===== config.mk =====
export PLATFORM = sky130hd
export DESIGN_NAME = watch_calendar
export DESIGN_NICKNAME = d
export VERILOG_FILES = /design/src/rtl/watch_calendar.sv
export SDC_FILE = /design/constraint.sdc
export NUM_CORES = 1
export LEC_CHECK = 0
export BUFFER_PORTS_ARGS = -buffer_cell sky130_fd_sc_hd__buf_2
export CELL_PAD_IN_SITES_DETAIL_PLACEMENT = 0
export CELL_PAD_IN_SITES_GLOBAL_PLACEMENT = 2
export CORE_MARGIN = 3
export CORE_UTILIZATION = 30
export DETAILED_ROUTE_END_ITERATION = 16
export GPL_TIMING_DRIVEN = 0
export PLACE_DENSITY = 0.9
export SLEW_MARGIN = 20
export SYNTH_ARGS = -nofsm -noshare
export SYNTH_HDL_FRONTEND = slang
export SYNTH_SLANG_ARGS = --single-unit

===== constraint.sdc =====
create_clock -name i_clk -period 8.5 [get_ports i_clk]
set_input_delay 1.275 -clock i_clk [delete_from_list [all_inputs] [get_ports i_clk]]
set_output_delay 1.275 -clock i_clk [all_outputs]
set_load 0.05 [all_outputs]

===== src/rtl/watch_calendar.sv =====
// Second-resolution calendar counter with validated time-set, 12-hour view,
// rollover strobes and a minute-resolution alarm. Weekday is tracked incrementally.
module watch_calendar #(
  parameter int YEAR_W    = 12,
  parameter int YEAR_MIN  = 1,
  parameter int YEAR_MAX  = 4095,
  parameter int RST_YEAR  = 2021,
  parameter int RST_MONTH = 6,
  parameter int RST_DAY   = 2,
  parameter int RST_HOUR  = 6,
  parameter int RST_WEEK  = 3
) (
  input  logic              i_clk,
  input  logic              i_rst,
  input  logic              i_clk1sec,
  input  logic              i_set_time,
  input  logic [YEAR_W+39:0] i_bin_time,
  input  logic [2:0]        i_set_week,
  input  logic              i_alarm_en,
  input  logic [7:0]        i_alarm_hour,
  input  logic [7:0]        i_alarm_min,
  output logic [YEAR_W-1:0] o_year,
  output logic [7:0]        o_month,
  output logic [7:0]        o_day,
  output logic [7:0]        o_hour,
  output logic [7:0]        o_minute,
  output logic [7:0]        o_second,
  output logic [2:0]        o_week,
  output logic [4:0]        o_max_date,
  output logic [3:0]        o_hour12,
  output logic              o_pm,
  output logic              o_set_err,
  output logic              o_min_tick,
  output logic              o_hour_tick,
  output logic              o_day_tick,
  output logic              o_alarm_hit
);

  localparam logic [YEAR_W-1:0] C_YMIN  = YEAR_W'(YEAR_MIN);
  localparam logic [YEAR_W-1:0] C_YMAX  = YEAR_W'(YEAR_MAX);
  localparam logic [YEAR_W-1:0] C_RST_Y = YEAR_W'(RST_YEAR);
  localparam logic [7:0]        C_RST_M = 8'(RST_MONTH);
  localparam logic [7:0]        C_RST_D = 8'(RST_DAY);
  localparam logic [7:0]        C_RST_H = 8'(RST_HOUR);
  localparam logic [2:0]        C_RST_W = 3'(RST_WEEK);

  function automatic logic [4:0] days_in_month(input logic [YEAR_W-1:0] y,
                                                input logic [7:0] m);
    int  yi;
    logic leap;
    yi   = int'(y);
    leap = ((yi % 4 == 0) && (yi % 100 != 0)) || (yi % 400 == 0);
    case (m)
      8'd1, 8'd3, 8'd5, 8'd7, 8'd8, 8'd10, 8'd12: days_in_month = 5'd31;
      8'd4, 8'd6, 8'd9, 8'd11:                    days_in_month = 5'd30;
      8'd2:                                       days_in_month = leap ? 5'd29 : 5'd28;
      default:                                    days_in_month = 5'd0;
    endcase
  endfunction

  logic [YEAR_W-1:0] r_year;
  logic [7:0]        r_month, r_day, r_hour, r_min, r_sec;
  logic [2:0]        r_week;
  logic              r_set_err, r_min_tick, r_hour_tick, r_day_tick, r_alarm_hit;

  logic [YEAR_W-1:0] w_n_year;
  logic [7:0]        w_n_month, w_n_day, w_n_hour, w_n_min, w_n_sec;
  logic [2:0]        w_n_week;
  logic              w_n_set_err, w_n_min_tick, w_n_hour_tick, w_n_day_tick, w_n_alarm;

  logic [YEAR_W-1:0] w_set_year;
  logic [7:0]        w_set_month, w_set_day, w_set_hour, w_set_min, w_set_sec;
  logic [4:0]        w_set_dim;
  logic              w_set_ok;
  logic [4:0]        w_max_date;
  logic [7:0]        w_hour_m12;

  assign w_set_year  = i_bin_time[YEAR_W+39:40];
  assign w_set_month = i_bin_time[39:32];
  assign w_set_day   = i_bin_time[31:24];
  assign w_set_hour  = i_bin_time[23:16];
  assign w_set_min   = i_bin_time[15:8];
  assign w_set_sec   = i_bin_time[7:0];

  // Day limit is taken from the requested year/month, not the current one.
  assign w_set_dim = days_in_month(w_set_year, w_set_month);
  assign w_set_ok  = (w_set_year >= C_YMIN) && (w_set_year <= C_YMAX) &&
                     (w_set_month >= 8'd1) && (w_set_month <= 8'd12) &&
                     (w_set_day >= 8'd1) && (w_set_day <= {3'b000, w_set_dim}) &&
                     (w_set_hour < 8'd24) && (w_set_min < 8'd60) &&
                     (w_set_sec < 8'd60) && (i_set_week < 3'd7);

  assign w_max_date = days_in_month(r_year, r_month);

  always_comb begin
    w_n_year      = r_year;
    w_n_month     = r_month;
    w_n_day       = r_day;
    w_n_hour      = r_hour;
    w_n_min       = r_min;
    w_n_sec       = r_sec;
    w_n_week      = r_week;
    w_n_set_err   = 1'b0;
    w_n_min_tick  = 1'b0;
    w_n_hour_tick = 1'b0;
    w_n_day_tick  = 1'b0;
    w_n_alarm     = 1'b0;
    if (i_set_time) begin
      if (w_set_ok) begin
        w_n_year  = w_set_year;
        w_n_month = w_set_month;
        w_n_day   = w_set_day;
        w_n_hour  = w_set_hour;
        w_n_min   = w_set_min;
        w_n_sec   = w_set_sec;
        w_n_week  = i_set_week;
      end else begin
        w_n_set_err = 1'b1;
      end
    end else if (i_clk1sec) begin
      if (r_sec == 8'd59) begin
        w_n_sec      = 8'd0;
        w_n_min_tick = 1'b1;
        if (r_min == 8'd59) begin
          w_n_min       = 8'd0;
          w_n_hour_tick = 1'b1;
          if (r_hour == 8'd23) begin
            w_n_hour     = 8'd0;
            w_n_day_tick = 1'b1;
            w_n_week     = (r_week >= 3'd6) ? 3'd0 : r_week + 3'd1;
            if (r_day >= {3'b000, w_max_date}) begin
              w_n_day = 8'd1;
              if (r_month >= 8'd12) begin
                w_n_month = 8'd1;
                w_n_year  = (r_year >= C_YMAX) ? C_YMIN : r_year + 1'b1;
              end else begin
                w_n_month = r_month + 8'd1;
              end
            end else begin
              w_n_day = r_day + 8'd1;
            end
          end else begin
            w_n_hour = r_hour + 8'd1;
          end
        end else begin
          w_n_min = r_min + 8'd1;
        end
      end else begin
        w_n_sec = r_sec + 8'd1;
      end
      // Next-state hour/minute are always in range, so bad alarm settings never match.
      w_n_alarm = i_alarm_en && (w_n_hour == i_alarm_hour) &&
                  (w_n_min == i_alarm_min) && (w_n_sec == 8'd0);
    end
  end

  always_ff @(posedge i_clk) begin
    if (i_rst) begin
      r_year      <= C_RST_Y;
      r_month     <= C_RST_M;
      r_day       <= C_RST_D;
      r_hour      <= C_RST_H;
      r_min       <= 8'd0;
      r_sec       <= 8'd0;
      r_week      <= C_RST_W;
      r_set_err   <= 1'b0;
      r_min_tick  <= 1'b0;
      r_hour_tick <= 1'b0;
      r_day_tick  <= 1'b0;
      r_alarm_hit <= 1'b0;
    end else begin
      r_year      <= w_n_year;
      r_month     <= w_n_month;
      r_day       <= w_n_day;
      r_hour      <= w_n_hour;
      r_min       <= w_n_min;
      r_sec       <= w_n_sec;
      r_week      <= w_n_week;
      r_set_err   <= w_n_set_err;
      r_min_tick  <= w_n_min_tick;
      r_hour_tick <= w_n_hour_tick;
      r_day_tick  <= w_n_day_tick;
      r_alarm_hit <= w_n_alarm;
    end
  end

  assign w_hour_m12 = r_hour - 8'd12;

  always_comb begin
    o_hour12 = r_hour[3:0];
    if (r_hour == 8'd0)      o_hour12 = 4'd12;
    else if (r_hour > 8'd12) o_hour12 = w_hour_m12[3:0];
  end

  assign o_pm        = (r_hour >= 8'd12);
  assign o_year      = r_year;
  assign o_month     = r_month;
  assign o_day       = r_day;
  assign o_hour      = r_hour;
  assign o_minute    = r_min;
  assign o_second    = r_sec;
  assign o_week      = r_week;
  assign o_max_date  = w_max_date;
  assign o_set_err   = r_set_err;
  assign o_min_tick  = r_min_tick;
  assign o_hour_tick = r_hour_tick;
  assign o_day_tick  = r_day_tick;
  assign o_alarm_hit = r_alarm_hit;

endmodule

==> impl_metrics.csv <==
group,metric,value,unit
status,status,"finished, final reports clean",
synthesis,yosysMostFrequentCell,"nor2_1",
synthesis,syn_nets,969,
final_layout,drive_above_1_share,20.8,%
power,netSwitchingPower,0.000290,W
die,die_h,152,um
timing,setup_viol_count_final,0,
worst_setup_path,worst_path_largest_cell_delay,0.45,ns
final_layout,insertedDiodeCount,0,
cts,post_cts_buffers,0,
power,p_int,0.000598,W
cts,cts-root-buf,"clkbuf_16",
worst_setup_path,crit_family,"compound AO/OA/AOI/OAI gates",
synthesis,synth_area,6390,um2
drt,drt_wl_total,23900,um
final_layout,regArea,1200,um2
global_routing,grt-busiest-layer,"met2",
timing,max_freq,124,MHz
synthesis,ys_types,93,
synthesis,yosys-top-cells-area,"dfxtp_1 (19%), ha_1 (5.7%), nor2_1 (5.3%)",
global_routing,grt_usage,19.6,%
placed_design,portBuffers,143,
die,ioPinCount,146,
drt,dr.pass1.iters,5,
worst_setup_path,cp-end-kind,"register",
synthesis,seq_area_frac_synth,18.8,%
worst_setup_path,regToRegStartpoint,"o_year[8]$_SDFFE_PP1P_",
worst_setup_path,cp_slowest_cell,"o32ai_4",
worst_setup_path,startpoint,"i_bin_time[49]",
worst_setup_path,critical_path_required,8.73,ns
die,die_w,152,um
synthesis,yosysWarnings,0,
final_layout,fin_nets,1122,
drt,drt_iter0_markers,524,
synthesis,synthFlopType,"dfxtp_1",
final_layout,fillers,2275,
drt,postRouteAntennaNets,0,
synthesis,synth_edf_count,0,
power,power_density,115,nW/um2
power,ir_worst_vdd,0.0000939,V
hold_path,holdCritPathClass,"register to register",
die,dieArea,23100,um2
timing,fin_crit,8.07,ns
timing,worst_pin_slew,1.03,ns
drt,wire_per_inst,18.5,um
global_routing,grt_max_degree,11,
synthesis,avgSynthCellArea,7.39,um2
cts,clockBufferDepth,2,
worst_setup_path,criticalPathCategory,"input pin to register",
die,coreArea,20600,um2
die,rows,52,
power,p_seq_share,33.0,%
synthesis,synth_top_area_share,18.8,%
timing,clock_skew,0.00464,ns
drt,vias,7167,
hold_path,min_from,"o_month[5]$_SDFFE_PP0P_",
power,sw_frac_of_total,32.7,%
cts,clk_pin_slew,0.05,ns
worst_setup_path,path_buf_inv,3,
timing,slew_headroom,30.8,%
cts,cts_tree,"built",
power,total_leakage_power,3.25,nW
worst_setup_path,cp-start-kind,"input pin",
timing,finalSetupTns,0,ns
cts,htree_levels,3,
power,power,0.000888,W
global_routing,met1_usage,27.2,%
drt,viasPerCell,5.55,
synthesis,yosysTopAreaCell,"dfxtp_1",
final_layout,multi_input_area,4850,um2
job,maxCapViolCount,0,
global_routing,overflow,0,
power,pwr-share-comb,26.6,%
synthesis,ys_ff_latch,60,
power,clock_power_share,40.4,%
timing,finalMaxSlewViolations,0,
synthesis,async_flop_share,0,%
synthesis,netlist_instances,864,
synthesis,synthTopCellsByCount,"nor2_1 (91), nand2_1 (67), dfxtp_1 (60)",
worst_setup_path,crit_arrival,8.30,ns
global_routing,use_met3,4.69,%
cts,cts_buffers,9,
timing,hold_violations,0,
worst_setup_path,critPathMaxFanout,10,
timing,finalCritPeriodShare,94.9,%
global_routing,grt_pass1_wl,37200,um
die,initial_utilization,31.1,%
global_routing,met2_usage,31.0,%
cts,cts_sinks,60,
drt,drc,0,
placed_design,place_hpwl,18700,um
cts,clk_latency,0.34,ns
final_layout,syn_to_final_growth,21.4,%
global_routing,grt_antenna_before_repair,1,
global_routing,grt_pass1_vias,6680,
placed_design,place_congestion,0.876,
timing,whs,0.490,ns
## power groups by stage
stage | sequential [W] | combinational [W] | clock (W)
final | 0.000293 | 0.000236 | 0.000359
after CTS | 0.000293 | 0.000234 | 0.000365
after global routing | 0.000294 | 0.000258 | 0.000374
after floorplan | 0.000312 | 0.000146 | 0
after detailed placement | 0.000299 | 0.000232 | 0
after global placement | 0.000299 | 0.000232 | 0
## area by class of cell
type / count / share of cell area, %
Timing Repair Buffer: 143 / 9.23
Tap cell: 270 / 4.36
Inverter: 37 / 1.79
Sequential cell: 60 / 15.5
Buffer: 49 / 2.86
Multi-Input combinational cell: 717 / 62.5
Clock inverter: 1 / 0.0646
Clock buffer: 14 / 3.66
## sequential cells by signal, indices dropped and copies added (netlist names), 3 cells and up
signal    cells
o_day         8
o_minute      8
o_week        3
o_second      8
o_hour        8
o_month       8
o_year       12
## timing repair
action / CTS / global route
endpoints found under the setup margin: 0 / 40
gates resized for setup: 0 / 11
hold buffers: 0 / 0
## layout by cell type (no fill, tap or decap), types with 5 or more instances in the layout
cell | netlist | final
clkbuf_1 | 34 | 31
a22o_1 | 5 | 5
a221o_1 | 7 | 7
nand4_1 | 11 | 11
nor3b_1 | 10 | 10
a32o_1 | 7 | 7
or4_1 | 5 | 5
dfxtp_1 | 60 | 60
nand2_1 | 67 | 67
o21ai_0 | 51 | 51
xor2_1 | 13 | 13
o21a_1 | 5 | 5
a21oi_1 | 53 | 53
nand3_1 | 21 | 21
o211ai_1 | 10 | 10
and2_1 | 11 | 11
and3_1 | 19 | 19
nor4_1 | 16 | 15
mux2_2 | 5 | 5
buf_2 | 8 | 152
a211o_1 | 8 | 8
mux2i_1 | 18 | 18
a21o_1 | 14 | 14
a31oi_1 | 9 | 9
xnor2_1 | 26 | 26
nand2b_1 | 17 | 17
o31ai_1 | 13 | 13
inv_1 | 36 | 36
clkbuf_16 | 0 | 9
nor2_1 | 91 | 90
a22oi_1 | 17 | 17
ha_1 | 29 | 29
a211oi_1 | 11 | 11
or3_1 | 7 | 7
nor3_1 | 33 | 33
nor2b_1 | 13 | 13
## cell families (layout without fill, tap and decap cells)
kind of cell / after synthesis / after routing / synth area share, %
DFF: 60 / 60 / 18.8
adders and majority gates: 29 / 29 / 5.68
muxes: 25 / 25 / 4.11
xor gates and xnor gates: 41 / 41 / 5.86
AOI/OAI and AO/OA: 278 / 278 / 31.9
and+or+nand+nor: 344 / 344 / 28.0
buffers and inverters: 87 / 244 / 5.62
## layer usage
| layer | vias to the layer above | wire length (um) | part of all wire, % |
|---|---|---|---|
| li1 | 3540 | - | - |
| met1 | 3368 | 11300 | 47 |
| met2 | 233 | 10700 | 45 |
| met3 | 24 | 1600 | 6.7 |
| met4 | 2 | 320 | 1.3 |
| met5 | - | 13 | 0.054 |
## through the flow
step / utilization, % / cells / setup WS [ns] / instance area (um2)
final: 37.7 / 1291 / 0.435 / 7750
after CTS: 37.6 / 1292 / 0.0740 / 7730
after global placement: 36.2 / 1277 / -0.216 / 7440
after global routing: 37.7 / 1291 / -0.0565 / 7750
after floorplan: - / 864 / 1.24 / 6390
after detailed placement: 36.2 / 1277 / -0.256 / 7440
## path summary, 6_finish.rpt
path	to	slack (ns)	depth (start not counted)
hold reg to reg	o_month[5]$_SDFFE_PP0P_	0.49	1
setup / recovery	o_year[6]$_SDFFE_PP1P_	0.43	32
setup reg to reg	o_year[6]$_SDFFE_PP1P_	1.18	28
hold / removal	o_month[5]$_SDFFE_PP0P_	0.49	1
Power figures use the tool's default switching activity.
